**config.mk**
```make
export PLATFORM = sky130hd
export DESIGN_NAME = display_timings
export DESIGN_NICKNAME = d
export VERILOG_FILES = /design/src/rtl/display_timings.sv
export SDC_FILE = /design/constraint.sdc
export NUM_CORES = 1
export LEC_CHECK = 0
export CAP_MARGIN = 20
export CORE_ASPECT_RATIO = 1.1
export CORE_MARGIN = 10
export CORE_UTILIZATION = 40
export DETAILED_ROUTE_END_ITERATION = 6
export PLACE_DENSITY = 0.62
export SETUP_SLACK_MARGIN = 0.5
export SLEW_MARGIN = 20
export SYNTH_ARGS = -nofsm -noshare
export SYNTH_HDL_FRONTEND = slang
export SYNTH_SLANG_ARGS = --single-unit
```
**constraint.sdc**
```tcl
create_clock -name PCLK -period 3.3 [get_ports PCLK]
set_clock_uncertainty 0.05 [all_clocks]
set_input_delay 0.99 -clock PCLK [delete_from_list [all_inputs] [get_ports PCLK]]
set_output_delay 0.99 -clock PCLK [all_outputs]
set_load 0.02 [all_outputs]
```
**src/rtl/display_timings.sv**
```systemverilog
// display_timings: parametrised raster timing generator (coordinates, syncs, DE, strobes, frame counter).
// Every output is registered from the next-position decode, so decodes always align with SX/SY.
`default_nettype none

module display_timings #(
  parameter int CORDW = 10,
  parameter int H_RES = 640,
  parameter int H_FP  = 16,
  parameter int H_SW  = 96,
  parameter int H_BP  = 48,
  parameter int V_RES = 480,
  parameter int V_FP  = 10,
  parameter int V_SW  = 2,
  parameter int V_BP  = 33,
  parameter int H_POL = 0,
  parameter int V_POL = 0,
  parameter int FNW   = 8
) (
  input  logic             PCLK,
  input  logic             RST_PCLK,
  input  logic             EN,
  output logic [CORDW-1:0] SX,
  output logic [CORDW-1:0] SY,
  output logic             HSYNC,
  output logic             VSYNC,
  output logic             DE,
  output logic             LINE,
  output logic             FRAME,
  output logic [FNW-1:0]   FRAME_NUM
);

  localparam int H_TOTAL = H_RES + H_FP + H_SW + H_BP;
  localparam int V_TOTAL = V_RES + V_FP + V_SW + V_BP;

  generate
    if (H_TOTAL > (1 << CORDW) || V_TOTAL > (1 << CORDW)) begin : g_bad_total
      $error("display_timings: H_TOTAL/V_TOTAL do not fit in CORDW bits");
    end
    if (H_SW == 0 || V_SW == 0 || H_RES == 0 || V_RES == 0) begin : g_bad_zero
      $error("display_timings: H_SW, V_SW, H_RES and V_RES must be non-zero");
    end
  endgenerate

  localparam logic [CORDW-1:0] H_LAST = CORDW'(H_TOTAL - 1);
  localparam logic [CORDW-1:0] V_LAST = CORDW'(V_TOTAL - 1);
  localparam logic [CORDW-1:0] H_ACT  = CORDW'(H_RES);
  localparam logic [CORDW-1:0] V_ACT  = CORDW'(V_RES);
  localparam logic [CORDW-1:0] HS_BEG = CORDW'(H_RES + H_FP);
  localparam logic [CORDW-1:0] HS_END = CORDW'(H_RES + H_FP + H_SW - 1);
  localparam logic [CORDW-1:0] VS_BEG = CORDW'(V_RES + V_FP);
  localparam logic [CORDW-1:0] VS_END = CORDW'(V_RES + V_FP + V_SW - 1);
  localparam logic             HS_ON  = 1'(H_POL);
  localparam logic             VS_ON  = 1'(V_POL);

  logic [CORDW-1:0] next_sx;
  logic [CORDW-1:0] next_sy;
  logic             next_line;
  logic             next_frame;

  always_comb begin
    next_sx = SX + 1'b1;
    next_sy = SY;
    if (SX == H_LAST) begin
      next_sx = '0;
      next_sy = (SY == V_LAST) ? '0 : SY + 1'b1;
    end
    next_line  = (next_sx == '0);
    next_frame = next_line && (next_sy == '0);
  end

  always_ff @(posedge PCLK or posedge RST_PCLK) begin
    if (RST_PCLK) begin
      SX        <= H_LAST;
      SY        <= V_LAST;
      HSYNC     <= ~HS_ON;
      VSYNC     <= ~VS_ON;
      DE        <= 1'b0;
      LINE      <= 1'b0;
      FRAME     <= 1'b0;
      FRAME_NUM <= '1;
    end else if (EN) begin
      SX    <= next_sx;
      SY    <= next_sy;
      HSYNC <= (next_sx >= HS_BEG && next_sx <= HS_END) ? HS_ON : ~HS_ON;
      VSYNC <= (next_sy >= VS_BEG && next_sy <= VS_END) ? VS_ON : ~VS_ON;
      DE    <= (next_sx < H_ACT) && (next_sy < V_ACT);
      LINE  <= next_line;
      FRAME <= next_frame;
      // Counter advances on the edge that lands on (0,0), so reset's all-ones becomes 0 there.
      if (next_frame) FRAME_NUM <= FRAME_NUM + 1'b1;
    end
  end

endmodule

`default_nettype wire

```
==> Implementation_results.wiki, run 1 <==
{| class="wikitable"
! Metric !! Value
|-
| Cell area after synthesis || 2167 sq um
|-
| Maximum clock insertion buffer count || 2
|-
| Finished layout cell area || 2928 sq um
|-
| Crit-path max FO || 5
|-
| DRC violations left || 0
|-
| Worst Hold Class || reg -> reg
|-
| Total gr overflow || 0
|-
| Synthesized netlist net count || 250
|-
| Number of synthesis warnings || 0
|-
| Grt met3 use || 3.632%
|-
| Max-cap check violation count || 0
|-
| Vertical die dimension || 97.20 um
|-
| Worst supply voltage drop on vdd || 291.7 uV
|-
| Starting Density || 40.70%
|-
| Worst-path clk slew || 0.07 ns
|-
| Count of cell types in the netlist || 54
|-
| Count of flip-flops with a built-in enable after synthesis || 0
|-
| Die extent in x || 90.18 um
|-
| Post-Route WL || 5593 um
|-
| Proportion of layout cells with a drive suffix above 1 || 30.30%
|-
| Most common library cell in the layout ignoring fill and taps || sky130_fd_sc_hd__clkdlybuf4s50_1
|-
| Number of register bits inferred by synthesis || 33
|-
| Sequential fraction of the synthesis area || 39.26%
|-
| Final setup viols || 0
|-
| Cts bufs inserted || 5
|-
| Signal arrival time at the worst endpoint || 2.95 ns
|-
| Syn Area/Cell || 8.992 sq um
|-
| Gate count after technology mapping || 241
|-
| Endpoint required time on the critical path || 3.47 ns
|-
| Number of ports placed on the die boundary || 36
|-
| Worst setup path category || reg -> reg
|-
| Most frequent cells in the layout || 35 x sky130_fd_sc_hd__clkdlybuf4s50_1, 28 x sky130_fd_sc_hd__buf_4, 26 x sky130_fd_sc_hd__nand2_1
|-
| Number of antenna violations at the first check in global routing || 0
|-
| Upper clock frequency limit || 0.3591 GHz
|-
| Share of flip-flops with an asynchronous set or reset || 100.0%
|-
| Final hold vios || 0
|-
| Quantity of hold-fixing buffers added after cts || 0
|-
| Clock tree from TritonCTS || yes
|-
| Final clock period utilization by the worst path || 84.39%
|-
| Number of nets with antenna violations after detailed routing || 0
|-
| Number of port buffers || 35
|-
| Register Area || 853.3 sq um
|-
| Global-route wire length before repair || 9266 um
|-
| Core occupancy in the finished layout || 54.98%
|-
| Multi-input combinational cell area || 1270 sq um
|-
| Global-route total usage across every layer || 12.45%
|-
| Placement row count || 28
|-
| RSZ-0062 raised after global routing || true
|-
| Placeable core area || 5325 sq um
|-
| Later-pin clock latency in the skew report || 0.29 ns
|-
| Ys flop type || sky130_fd_sc_hd__dfstp_2
|-
| Iteration-0 DRC count of the detailed router || 141
|-
| Gr busiest metal || met2
|-
| Crit path capture type || flip-flop
|-
| Outcome || completed
|-
| Number of standard cells in the layout, taps in and fillers out || 372
|-
| Ant diodes || 0
|-
| Global Route met2 Usage || 20.36%
|-
| Area delta synth->final || 35.10%
|-
| Leakage power figure || 1.164 nW
|-
| Total Die Area || 8765 sq um
|-
| Cell count after placement || 339
|-
| CTS Sinks || 33
|-
| Filler Cell Count || 507
|-
| DR WL/cell || 15.03 um
|-
| Max-slew headroom || 68.82%
|-
| Post-layout minimum cycle time || 2.785 ns
|-
| Post-detailed-placement half-perimeter wirelength || 3708 um
|-
| Placed Area || 2567 sq um
|-
| 1st-pass router iterations || 4
|-
| Transition at the pin with the smallest max-transition slack || 0.4638 ns
|-
| Via count || 1,984
|-
| Met1 track demand over resource in global routing || 15.11%
|-
| Total negative setup slack || 0 ns
|-
| Largest net degree at the start of global routing || 34
|-
| Root Buffer || sky130_fd_sc_hd__clkbuf_8
|-
| Vias/cell || 5.333
|-
| Number of max-slew violations in the final report || 0
|-
| RD Place Congestion || 0.8549
|-
| Vias in the first global route || 1,937
|-
| Maximum level of the CTS H-tree || 2
|-
| Final nets || 305
|-
| Ratio of total power to cell area || 439.8 nW/um^2
|-
| Setup crit start kind || flip-flop
|}
through the flow:
step                      worst slack [ns]  total power, W  hold WS [ns]
after detailed placement            0.1418       0.0009150        0.4282
after floorplan                     0.4651       0.0007995        0.4665
after global placement              0.1979       0.0009124        0.4238
after global routing                0.4113        0.001359        0.4713
final                               0.5150        0.001288        0.4383
after CTS                           0.5042        0.001278        0.4425
final timing paths:
kind	slack (ns)	depth (start not counted)	endpoint	start
min in group asynchronous	1.04	3	SX[6]	RST_PCLK
max in group asynchronous	1.81	3	FRAME_NUM[3]	RST_PCLK
worst min register to register	0.44	2	HSYNC	HSYNC
worst min-delay path	0.44	2	HSYNC	HSYNC
worst max register to register	0.52	10	FRAME_NUM[6]	SX[1]
worst max-delay path	0.52	10	FRAME_NUM[6]	SX[1]
metal layers:
layer	up-vias	wire (um)
met2	43	2749
met3	9	316
met4	0	93
met5	-	0
li1	966	-
met1	966	2434
what timing repair did:
| action | CTS | global route |
|---|---|---|
| setup buffers | 12 | 12 |
| gates resized for setup | 12 | 12 |
| pin swaps | 5 | 5 |
| endpoints found under the setup margin | 10 | 8 |
| cloned | 1 | 0 |
area by class of cell:
type,count,area share (%)
repair buffers,64,19.53
well taps,75,3.205
multi-input cells,179,43.38
clock buffers,8,3.077
inverters,13,1.667
flip-flops and latches,33,29.15
worst max-delay path, stage by stage, from the launching register on:
cell,delay (ns)
sky130_fd_sc_hd__dfstp_2,0.57
sky130_fd_sc_hd__ha_4,0.16
sky130_fd_sc_hd__and4_4,0.26
sky130_fd_sc_hd__buf_6,0.11
sky130_fd_sc_hd__and3_4,0.20
sky130_fd_sc_hd__nand2_2,0.06
sky130_fd_sc_hd__a211oi_2,0.22
sky130_fd_sc_hd__a31oi_2,0.08
sky130_fd_sc_hd__or4_4,0.66
sky130_fd_sc_hd__nor4_4,0.18
sky130_fd_sc_hd__xor2_1,0.17
cells by family (layout without fill, tap and decap cells):
logic type                 Yosys count  count (layout)  synth area share, %
DFF                                 33              33                39.26
and+or+nand+nor                    100             101                24.94
muxes                                2               2               0.9815
buffers and inverters               30              85                8.083
adders and majority gates            6               6                3.464
AOI/OAI and AO/OA                   49              49                14.78
xor gates and xnor gates            21              21                8.487
synthesized netlist by cell type, types with 2 or more instances:
cell / n / area [sq um]
sky130_fd_sc_hd__buf_6: 3 / 33.78
sky130_fd_sc_hd__nand3_2: 2 / 20.02
sky130_fd_sc_hd__buf_4: 4 / 30.03
sky130_fd_sc_hd__inv_1: 13 / 48.80
sky130_fd_sc_hd__a31oi_1: 3 / 18.77
sky130_fd_sc_hd__nand3b_1: 3 / 22.52
sky130_fd_sc_hd__and3_1: 3 / 18.77
sky130_fd_sc_hd__o21ai_0: 16 / 80.08
sky130_fd_sc_hd__clkbuf_1: 4 / 15.01
sky130_fd_sc_hd__o31ai_1: 3 / 22.52
sky130_fd_sc_hd__nand3_1: 15 / 75.07
sky130_fd_sc_hd__o22ai_1: 2 / 12.51
sky130_fd_sc_hd__clkbuf_8: 2 / 27.53
sky130_fd_sc_hd__nor2_1: 20 / 75.07
sky130_fd_sc_hd__a21oi_1: 12 / 60.06
sky130_fd_sc_hd__buf_2: 3 / 15.01
sky130_fd_sc_hd__nor3_1: 6 / 30.03
sky130_fd_sc_hd__nand2_1: 27 / 101.4
sky130_fd_sc_hd__nand4_1: 6 / 37.54
sky130_fd_sc_hd__and4_1: 2 / 17.52
sky130_fd_sc_hd__xor2_1: 7 / 61.31
sky130_fd_sc_hd__xnor2_1: 14 / 122.6
sky130_fd_sc_hd__nor4_2: 2 / 25.02
sky130_fd_sc_hd__dfstp_2: 20 / 525.5
sky130_fd_sc_hd__ha_1: 6 / 75.07
sky130_fd_sc_hd__dfrtp_1: 13 / 325.3
sky130_fd_sc_hd__nand4b_1: 3 / 26.28
state kept, by name, indices dropped and copies added, names as in the netlist:
name and count:
SY 10, DE 1, VSYNC 1, SX 10
LINE 1, HSYNC 1, FRAME_NUM 8, FRAME 1
power breakdown:
part           switching [W]  internal (W)
Combinational       0.000211      0.000193
Clock               0.000149      0.000170
Sequential         0.0000914      0.000473
Total               0.000451      0.000836
(Power assumes the default switching activity.)
==> run 2, diff against run 1 <==
PLACE_DENSITY = 0.64   (was 0.62)
clock period = 2.4 ns   (was 3.3 ns; I/O delays follow)
==> run 2 against run 1 <==
  * The flow now finishes with violations (negative setup slack)
  * Die area did not move
  * Sequential share of layout area fell by 4.6 points
  * Highest routed layer unchanged
  * Clock power rose by 49%
  * Worst setup slack got worse by 0.87 ns
  * Utilization rose by 10 points
  * Hold slack improved by 0.014 ns
  * Non-clock buffer count rose by 56
  * Critical path type unchanged
==> Implementation_results.wiki, run 2 (synthesis results as in run 1) <==
{| class="wikitable"
! Metric !! Value
|-
| Register Area || 852.1 sq um (was 853.3 sq um)
|-
| Number of port buffers || 35 (unchanged)
|-
| Max-slew headroom || 72.50% (was 68.82%)
|-
| Ratio of total power to cell area || 566.6 nW/um^2 (was 439.8 nW/um^2)
|-
| Critical hold path startpoint || HSYNC (unchanged)
|-
| Largest net degree at the start of global routing || 34 (unchanged)
|-
| M1 wire length || 2718 um (was 2434 um)
|-
| Worst r2r dst || FRAME_NUM[1] (was FRAME_NUM[6])
|-
| Post-Route WL || 6704 um (was 5593 um)
|-
| Vertical die dimension || 97.20 um (unchanged)
|-
| Core occupancy in the finished layout || 65.13% (was 54.98%)
|-
| Proportion of layout cells with a drive suffix above 1 || 53.69% (was 30.30%)
|-
| Hold path endpoint || HSYNC (unchanged)
|-
| 1st-pass router iterations || 4 (unchanged)
|-
| Filler Cell Count || 446 (was 507)
|-
| Post-detailed-placement half-perimeter wirelength || 4576 um (was 3708 um)
|-
| DP Worst Slack || -0.4352 ns (was 0.1418 ns)
|-
| Slack of the critical path || -0.3580 ns (was 0.5150 ns)
|-
| RSZ-0062 raised after global routing || true (unchanged)
|-
| Worst-path clk slew || 0.07 ns (about the same)
|-
| Root Buffer || sky130_fd_sc_hd__clkbuf_8 (unchanged)
|-
| Wire length on met2 || 3468 um (was 2749 um)
|-
| Final setup viols || 11 (was 0)
|-
| Final hold vios || 0 (unchanged)
|-
| Cts bufs inserted || 5 (unchanged)
|-
| DRC violations left || 0 (unchanged)
|-
| Clock tree from TritonCTS || yes (unchanged)
|-
| Area delta synth->final || 60.05% (was 35.10%)
|-
| DR WL/cell || 15.70 um (was 15.03 um)
|-
| Leading registers by flop count || SX: 10 flops, SY: 10 flops, FRAME_NUM: 8 flops (unchanged)
|-
| Setup crit start kind || flip-flop (unchanged)
|-
| Crit-path max FO || 4 (was 5)
|-
| Highest metal layer with signal wires || met4 (unchanged)
|-
| Placement row count || 28 (unchanged)
|-
| Number of antenna violations at the first check in global routing || 0 (unchanged)
|-
| Cell depth of the worst min-delay path || 2 (unchanged)
|-
| Total negative setup slack || -2.696 ns (was 0 ns)
|-
| CTS Sinks || 33 (unchanged)
|-
| Total gr overflow || 0 (unchanged)
|-
| Worst supply voltage drop on vdd || 492.2 uV (was 291.7 uV)
|-
| Endpoint required time on the critical path || 2.57 ns (was 3.47 ns)
|-
| Transition at the pin with the smallest max-transition slack || 0.4125 ns (was 0.4638 ns)
|-
| Number of ports placed on the die boundary || 36 (unchanged)
|-
| Starting Density || 40.70% (unchanged)
|-
| Worst Hold Class || reg -> reg (unchanged)
|-
| Max-cap check violation count || 0 (unchanged)
|-
| Post-layout minimum cycle time || 2.758 ns (was 2.785 ns)
|-
| Number of nets with antenna violations after detailed routing || 0 (unchanged)
|-
| Final clock period utilization by the worst path || 114.9% (was 84.39%)
|-
| Multi-input combinational cell area || 1364 sq um (was 1270 sq um)
|-
| Maximum level of the CTS H-tree || 2 (unchanged)
|-
| Total Die Area || 8765 sq um (unchanged)
|-
| Global-route total usage across every layer || 14.39% (was 12.45%)
|-
| Global-route wire length before repair || 10,590 um (was 9266 um)
|-
| Leakage power figure || 1.562 nW (was 1.164 nW)
|-
| Vias/cell || 5.260 (was 5.333)
|-
| Pwr Total || 0.001965 W (was 0.001288 W)
|-
| Later-pin clock latency in the skew report || 0.29 ns (about the same)
|-
| Worst Reg-to-Reg Cells || 11 (was 10)
|-
| Worst reg2reg setup slack || -0.36 ns (was 0.52 ns)
|-
| Most common library cell in the layout ignoring fill and taps || sky130_fd_sc_hd__buf_4 (was sky130_fd_sc_hd__clkdlybuf4s50_1)
|-
| Final nets || 360 (was 305)
|-
| Placeable core area || 5325 sq um (unchanged)
|-
| Beginning of the worst register-to-register path || SY[0] (was SX[1])
|-
| Crit path capture type || flip-flop (unchanged)
|-
| Via count || 2,246 (was 1,984)
|-
| Maximum clock insertion buffer count || 2 (unchanged)
|-
| Failing checks || negative setup slack
|-
| Iteration-0 DRC count of the detailed router || 152 (was 141)
|-
| Die extent in x || 90.18 um (unchanged)
|-
| Total length of routed met3 wires || 299 um (was 316 um)
|-
| Ant diodes || 0 (unchanged)
|-
| Signal arrival time at the worst endpoint || 2.93 ns (was 2.95 ns)
|-
| RD Place Congestion || 0.9227 (was 0.8549)
|-
| Number of max-slew violations in the final report || 0 (unchanged)
|-
| Most frequent cells in the layout || 69 x sky130_fd_sc_hd__buf_4, 26 x sky130_fd_sc_hd__buf_6, 24 x sky130_fd_sc_hd__nand2_1 (was 35 x sky130_fd_sc_hd__clkdlybuf4s50_1, 28 x sky130_fd_sc_hd__buf_4, 26 x sky130_fd_sc_hd__nand2_1)
|-
| Outcome || complete, but fails checks (was completed)
|-
| Vias in the first global route || 2,230 (was 1,937)
|-
| Upper clock frequency limit || 0.3626 GHz (was 0.3591 GHz)
|-
| Worst setup path category || reg -> reg (unchanged)
|}
-- run 2: cell count changes in the layout (fill, tap and decap cells not counted), moves of 3 or more --
| cell | delta |
|---|---|
| sky130_fd_sc_hd__o21ai_1 | +5 |
| sky130_fd_sc_hd__clkdlybuf4s15_2 | +5 |
| sky130_fd_sc_hd__buf_2 | +10 |
| sky130_fd_sc_hd__clkbuf_2 | +3 |
| sky130_fd_sc_hd__a21oi_1 | -4 |
| sky130_fd_sc_hd__buf_4 | +41 |
| sky130_fd_sc_hd__buf_6 | +25 |
| sky130_fd_sc_hd__a21oi_2 | +4 |
| sky130_fd_sc_hd__dlygate4sd2_1 | +3 |
| sky130_fd_sc_hd__clkdlybuf4s50_1 | -33 |
| sky130_fd_sc_hd__o21ai_0 | -5 |
-- run 2: timing repair --
item	4_1_cts	5_1_grt
hold endpoints to repair	0	0
endpoints found under the setup margin	56	44
gates cloned	1	0
pin swaps	15	17
hold buffers	0	0
setup buffers	7	13
gates resized for setup	146	54
-- run 2: area by class of cell --
| type | count | share of cell area [%] |
|---|---|---|
| multi-input combinational | 178 | 39.32 |
| timing repair buffer | 120 | 29.08 |
| sequential | 33 | 24.57 |
| clock buffer | 7 | 2.778 |
| tap | 75 | 2.706 |
| inverter | 13 | 1.407 |
| clock inverter | 1 | 0.1443 |
-- run 2: power by group --
group	switching, W	internal, W
combinational	0.000403	0.000365
clock	0.000216	0.000259
sequential	0.0000726	0.000649
total	0.000692	0.00127
-- run 2: worst max-delay path by stage --
stage                from      endpoint  slack [ns]
floorplan           SX[1]  FRAME_NUM[7]       -0.43
global placement    SX[1]  FRAME_NUM[3]       -0.35
detailed placement     EN  FRAME_NUM[6]       -0.44
CTS                 SY[1]  FRAME_NUM[6]       -0.26
global route        SY[0]  FRAME_NUM[6]       -0.53
finish              SY[0]  FRAME_NUM[1]       -0.36
-- run 2: layer usage --
layer	vias up	GRT usage [%]
li1	1074	-
met1	1080	16.27
met2	72	25.00
met3	20	3.400
met4	0	6.495
met5	-	0
-- run 2: critical path: stages, from the launching register on --
cell	delay (ns)
sky130_fd_sc_hd__dfrtp_1	0.42
sky130_fd_sc_hd__inv_1	0.07
sky130_fd_sc_hd__ha_2	0.18
sky130_fd_sc_hd__nand3b_1	0.20
sky130_fd_sc_hd__nor3_4	0.40
sky130_fd_sc_hd__nor3b_4	0.08
sky130_fd_sc_hd__a21oi_2	0.15
sky130_fd_sc_hd__nand4_1	0.11
sky130_fd_sc_hd__or4_4	0.50
sky130_fd_sc_hd__buf_4	0.15
sky130_fd_sc_hd__buf_6	0.11
sky130_fd_sc_hd__mux2_2	0.25
-- run 2: through the flow --
step | area (sq um) | cells | hold WS, ns
floorplan | 2230 | 241 | 0.4665
global placement | 3028 | 398 | 0.4236
detailed placement | 3028 | 398 | 0.4288
CTS | 3277 | 414 | 0.4424
global route | 3468 | 427 | 0.4772
finish | 3468 | 427 | 0.4528
==> run 3, diff against run 2 <==
PLACE_DENSITY = 0.62   (was 0.64)
SLEW_MARGIN = default   (was 20)
TNS_END_PERCENT = 20   (was default)
clock period = 3.2 ns   (was 2.4 ns; I/O delays follow)
==> run 3 against run 2 <==
  * The run now ends clean
  * Total power down 31%
  * Utilization is 9.8 points lower
  * Critical endpoint is now FRAME_NUM[6]
  * Largest cell class unchanged
  * Sequential share of layout area increased by 4.5 points
  * Wire length fell by 14%
  * Global-route usage shrank 1.5 points
  * Final cell count shrank 12%
  * Hold slack got worse by 0.013 ns
  * Sequential cell count did not move
==> Implementation_results.wiki, run 3 (synthesis results as in run 1) <==
{| class="wikitable"
! Metric !! Value
|-
| Max-cap check violation count || 0 (unchanged)
|-
| Via count || 1,983 (was 2,246)
|-
| Number of nets with antenna violations after detailed routing || 0 (unchanged)
|-
| Worst reg2reg setup slack || 0.44 ns (was -0.36 ns)
|-
| Quantity of hold-fixing buffers added after cts || 0 (unchanged)
|-
| Vertical die dimension || 97.20 um (unchanged)
|-
| Worst Hold Class || reg -> reg (unchanged)
|-
| Clock tree from TritonCTS || yes (unchanged)
|-
| Placement row count || 28 (unchanged)
|-
| Critical hold path startpoint || HSYNC (unchanged)
|-
| Die extent in x || 90.18 um (unchanged)
|-
| Worst r2r dst || FRAME_NUM[6] (was FRAME_NUM[1])
|-
| Iteration-0 DRC count of the detailed router || 146 (was 152)
|-
| Core occupancy in the finished layout || 55.31% (was 65.13%)
|-
| CTS Sinks || 33 (unchanged)
|-
| Total gr overflow || 0 (unchanged)
|-
| Global-route wire length before repair || 9625 um (was 10,590 um)
|-
| DR WL/cell || 15.39 um (was 15.70 um)
|-
| Proportion of layout cells with a drive suffix above 1 || 30.77% (was 53.69%)
|-
| Number of port buffers || 35 (unchanged)
|-
| Later-pin clock latency in the skew report || 0.28 ns (was 0.29 ns)
|-
| Most common library cell in the layout ignoring fill and taps || sky130_fd_sc_hd__clkdlybuf4s50_1 (was sky130_fd_sc_hd__buf_4)
|-
| RD Place Congestion || 0.8429 (was 0.9227)
|-
| Share of power burned in combinational logic || 31.3% (was 39.1%)
|-
| Ratio of total power to cell area || 461.2 nW/um^2 (was 566.6 nW/um^2)
|-
| Most frequent cells in the layout || 35 x sky130_fd_sc_hd__clkdlybuf4s50_1, 30 x sky130_fd_sc_hd__buf_4, 27 x sky130_fd_sc_hd__nand2_1 (was 69 x sky130_fd_sc_hd__buf_4, 26 x sky130_fd_sc_hd__buf_6, 24 x sky130_fd_sc_hd__nand2_1)
|-
| Transition at the pin with the smallest max-transition slack || 0.4306 ns (was 0.4125 ns)
|-
| Post-layout minimum cycle time || 2.763 ns (was 2.758 ns)
|-
| Total negative setup slack || 0 ns (was -2.696 ns)
|-
| Worst setup path category || reg -> reg (unchanged)
|-
| Vias in the first global route || 1,955 (was 2,230)
|-
| Number of antenna violations at the first check in global routing || 0 (unchanged)
|-
| Share of total power in sequential cells || 42.9% (was 36.7%)
|-
| Number of max-slew violations in the final report || 0 (unchanged)
|-
| Hold path endpoint || HSYNC (unchanged)
|-
| RSZ-0062 raised after global routing || true (unchanged)
|-
| Maximum clock insertion buffer count || 2 (unchanged)
|-
| Largest net degree at the start of global routing || 34 (unchanged)
|-
| Pwr Total || 0.001358 W (was 0.001965 W)
|-
| Crit path capture type || flip-flop (unchanged)
|-
| Post-Route WL || 5757 um (was 6704 um)
|-
| Filler Cell Count || 498 (was 446)
|-
| Area delta synth->final || 35.91% (was 60.05%)
|-
| Slack of the critical path || 0.4372 ns (was -0.3580 ns)
|-
| Cts bufs inserted || 5 (unchanged)
|-
| Endpoint required time on the critical path || 3.36 ns (was 2.57 ns)
|-
| Final hold vios || 0 (unchanged)
|-
| Vias/cell || 5.302 (was 5.260)
|-
| Outcome || completed (was complete, but fails checks)
|-
| Final nets || 307 (was 360)
|-
| Switching power summed over all nets || 0.0004753 W (was 0.0006917 W)
|-
| Cell depth of the worst min-delay path || 2 (unchanged)
|-
| Worst-path clk slew || 0.07 ns (about the same)
|-
| Crit-path max FO || 9 (was 4)
|-
| Post-detailed-placement half-perimeter wirelength || 3785 um (was 4576 um)
|-
| Switching Share || 34.99% (was 35.20%)
|-
| Signal arrival time at the worst endpoint || 2.92 ns (was 2.93 ns)
|-
| Source of the critical timing path || SY[7] (was SY[0])
|-
| Final clock period utilization by the worst path || 86.34% (was 114.9%)
|-
| Share of power burned in the clock network || 25.9% (was 24.2%)
|-
| Max-slew headroom || 71.29% (was 72.50%)
|-
| Setup crit start kind || flip-flop (unchanged)
|-
| Global-route total usage across every layer || 12.94% (was 14.39%)
|-
| Root Buffer || sky130_fd_sc_hd__clkbuf_8 (unchanged)
|-
| Starting Density || 40.70% (unchanged)
|-
| Worst supply voltage drop on vdd || 395.5 uV (was 492.2 uV)
|-
| Cell Int Power || 0.0008830 W (was 0.001273 W)
|-
| Ant diodes || 0 (unchanged)
|-
| DP Worst Slack || 0.1899 ns (was -0.4352 ns)
|-
| Worst Reg-to-Reg Cells || 9 (was 11)
|-
| Beginning of the worst register-to-register path || SY[7] (was SY[0])
|-
| Upper clock frequency limit || 0.3620 GHz (was 0.3626 GHz)
|-
| Register Area || 857.1 sq um (was 852.1 sq um)
|-
| Final setup viols || 0 (was 11)
|-
| Number of ports placed on the die boundary || 36 (unchanged)
|-
| Multi-input combinational cell area || 1246 sq um (was 1364 sq um)
|-
| Worst Hold Slack || 0.4394 ns (was 0.4528 ns)
|-
| 1st-pass router iterations || 4 (unchanged)
|-
| Leakage power figure || 1.223 nW (was 1.562 nW)
|-
| Total Die Area || 8765 sq um (unchanged)
|-
| DRC violations left || 0 (unchanged)
|-
| Placeable core area || 5325 sq um (unchanged)
|-
| Leading registers by flop count || SX: 10 flops, SY: 10 flops, FRAME_NUM: 8 flops (unchanged)
|-
| Maximum level of the CTS H-tree || 2 (unchanged)
|}
==> run 3: area by class of cell <==
type                       instances  area share, %
clock buffer                       7          3.271
clock inverter                     1         0.1699
inverter                          13          1.657
multi-input combinational        178          42.31
sequential                        33          29.10
tap                               75          3.186
timing repair buffer              67          20.31
==> run 3: metrics by stage <==
stage / cells / cell area (sq um)
after floorplan: 241 / 2212
after global placement: 344 / 2605
after detailed placement: 344 / 2605
after CTS: 372 / 2918
after global routing: 374 / 2945
final: 374 / 2945
==> run 3: worst max path at each step <==
stage	endpoint	cells past startpoint
after floorplan	FRAME_NUM[7]	11
after global placement	FRAME_NUM[7]	8
after detailed placement	FRAME_NUM[6]	10
after CTS	FRAME_NUM[7]	9
after global routing	FRAME_NUM[7]	10
final	FRAME_NUM[6]	9
==> run 3: repair_timing <==
item / 4_1_cts / 5_1_grt
gates resized for setup: 18 / 4
endpoints found under the setup margin: 11 / 10
cloned: 0 / 0
setup buffers: 20 / 2
pin swaps: 5 / 5
==> run 3: power by group through the flow <==
stage	logic, W	clock network [W]	registers (W)
finish	0.000425	0.000351	0.000582
global route	0.000461	0.000376	0.000595
global placement	0.000349	0	0.000595
CTS	0.000409	0.000362	0.000581
floorplan	0.000223	0	0.000601
detailed placement	0.000347	0	0.000597
==> run 3: critical path: stages (launching register included) <==
cell                       delay (ns)
sky130_fd_sc_hd__dfrtp_2         0.41
sky130_fd_sc_hd__or3_4           0.44
sky130_fd_sc_hd__o311ai_4        0.30
sky130_fd_sc_hd__o211a_1         0.23
sky130_fd_sc_hd__a21boi_2        0.16
sky130_fd_sc_hd__nand4_1         0.12
sky130_fd_sc_hd__or4_4           0.50
sky130_fd_sc_hd__buf_6           0.16
sky130_fd_sc_hd__nor4_4          0.15
sky130_fd_sc_hd__xor2_1          0.16
==> run 3: metal layers <==
| metal | part of all wire (%) | global-route usage (%) |
|---|---|---|
| met1 | 45 | 16.05 |
| met2 | 49 | 21.20 |
| met3 | 4.2 | 2.859 |
| met4 | 1.3 | 5.147 |
| met5 | 0 | 0 |
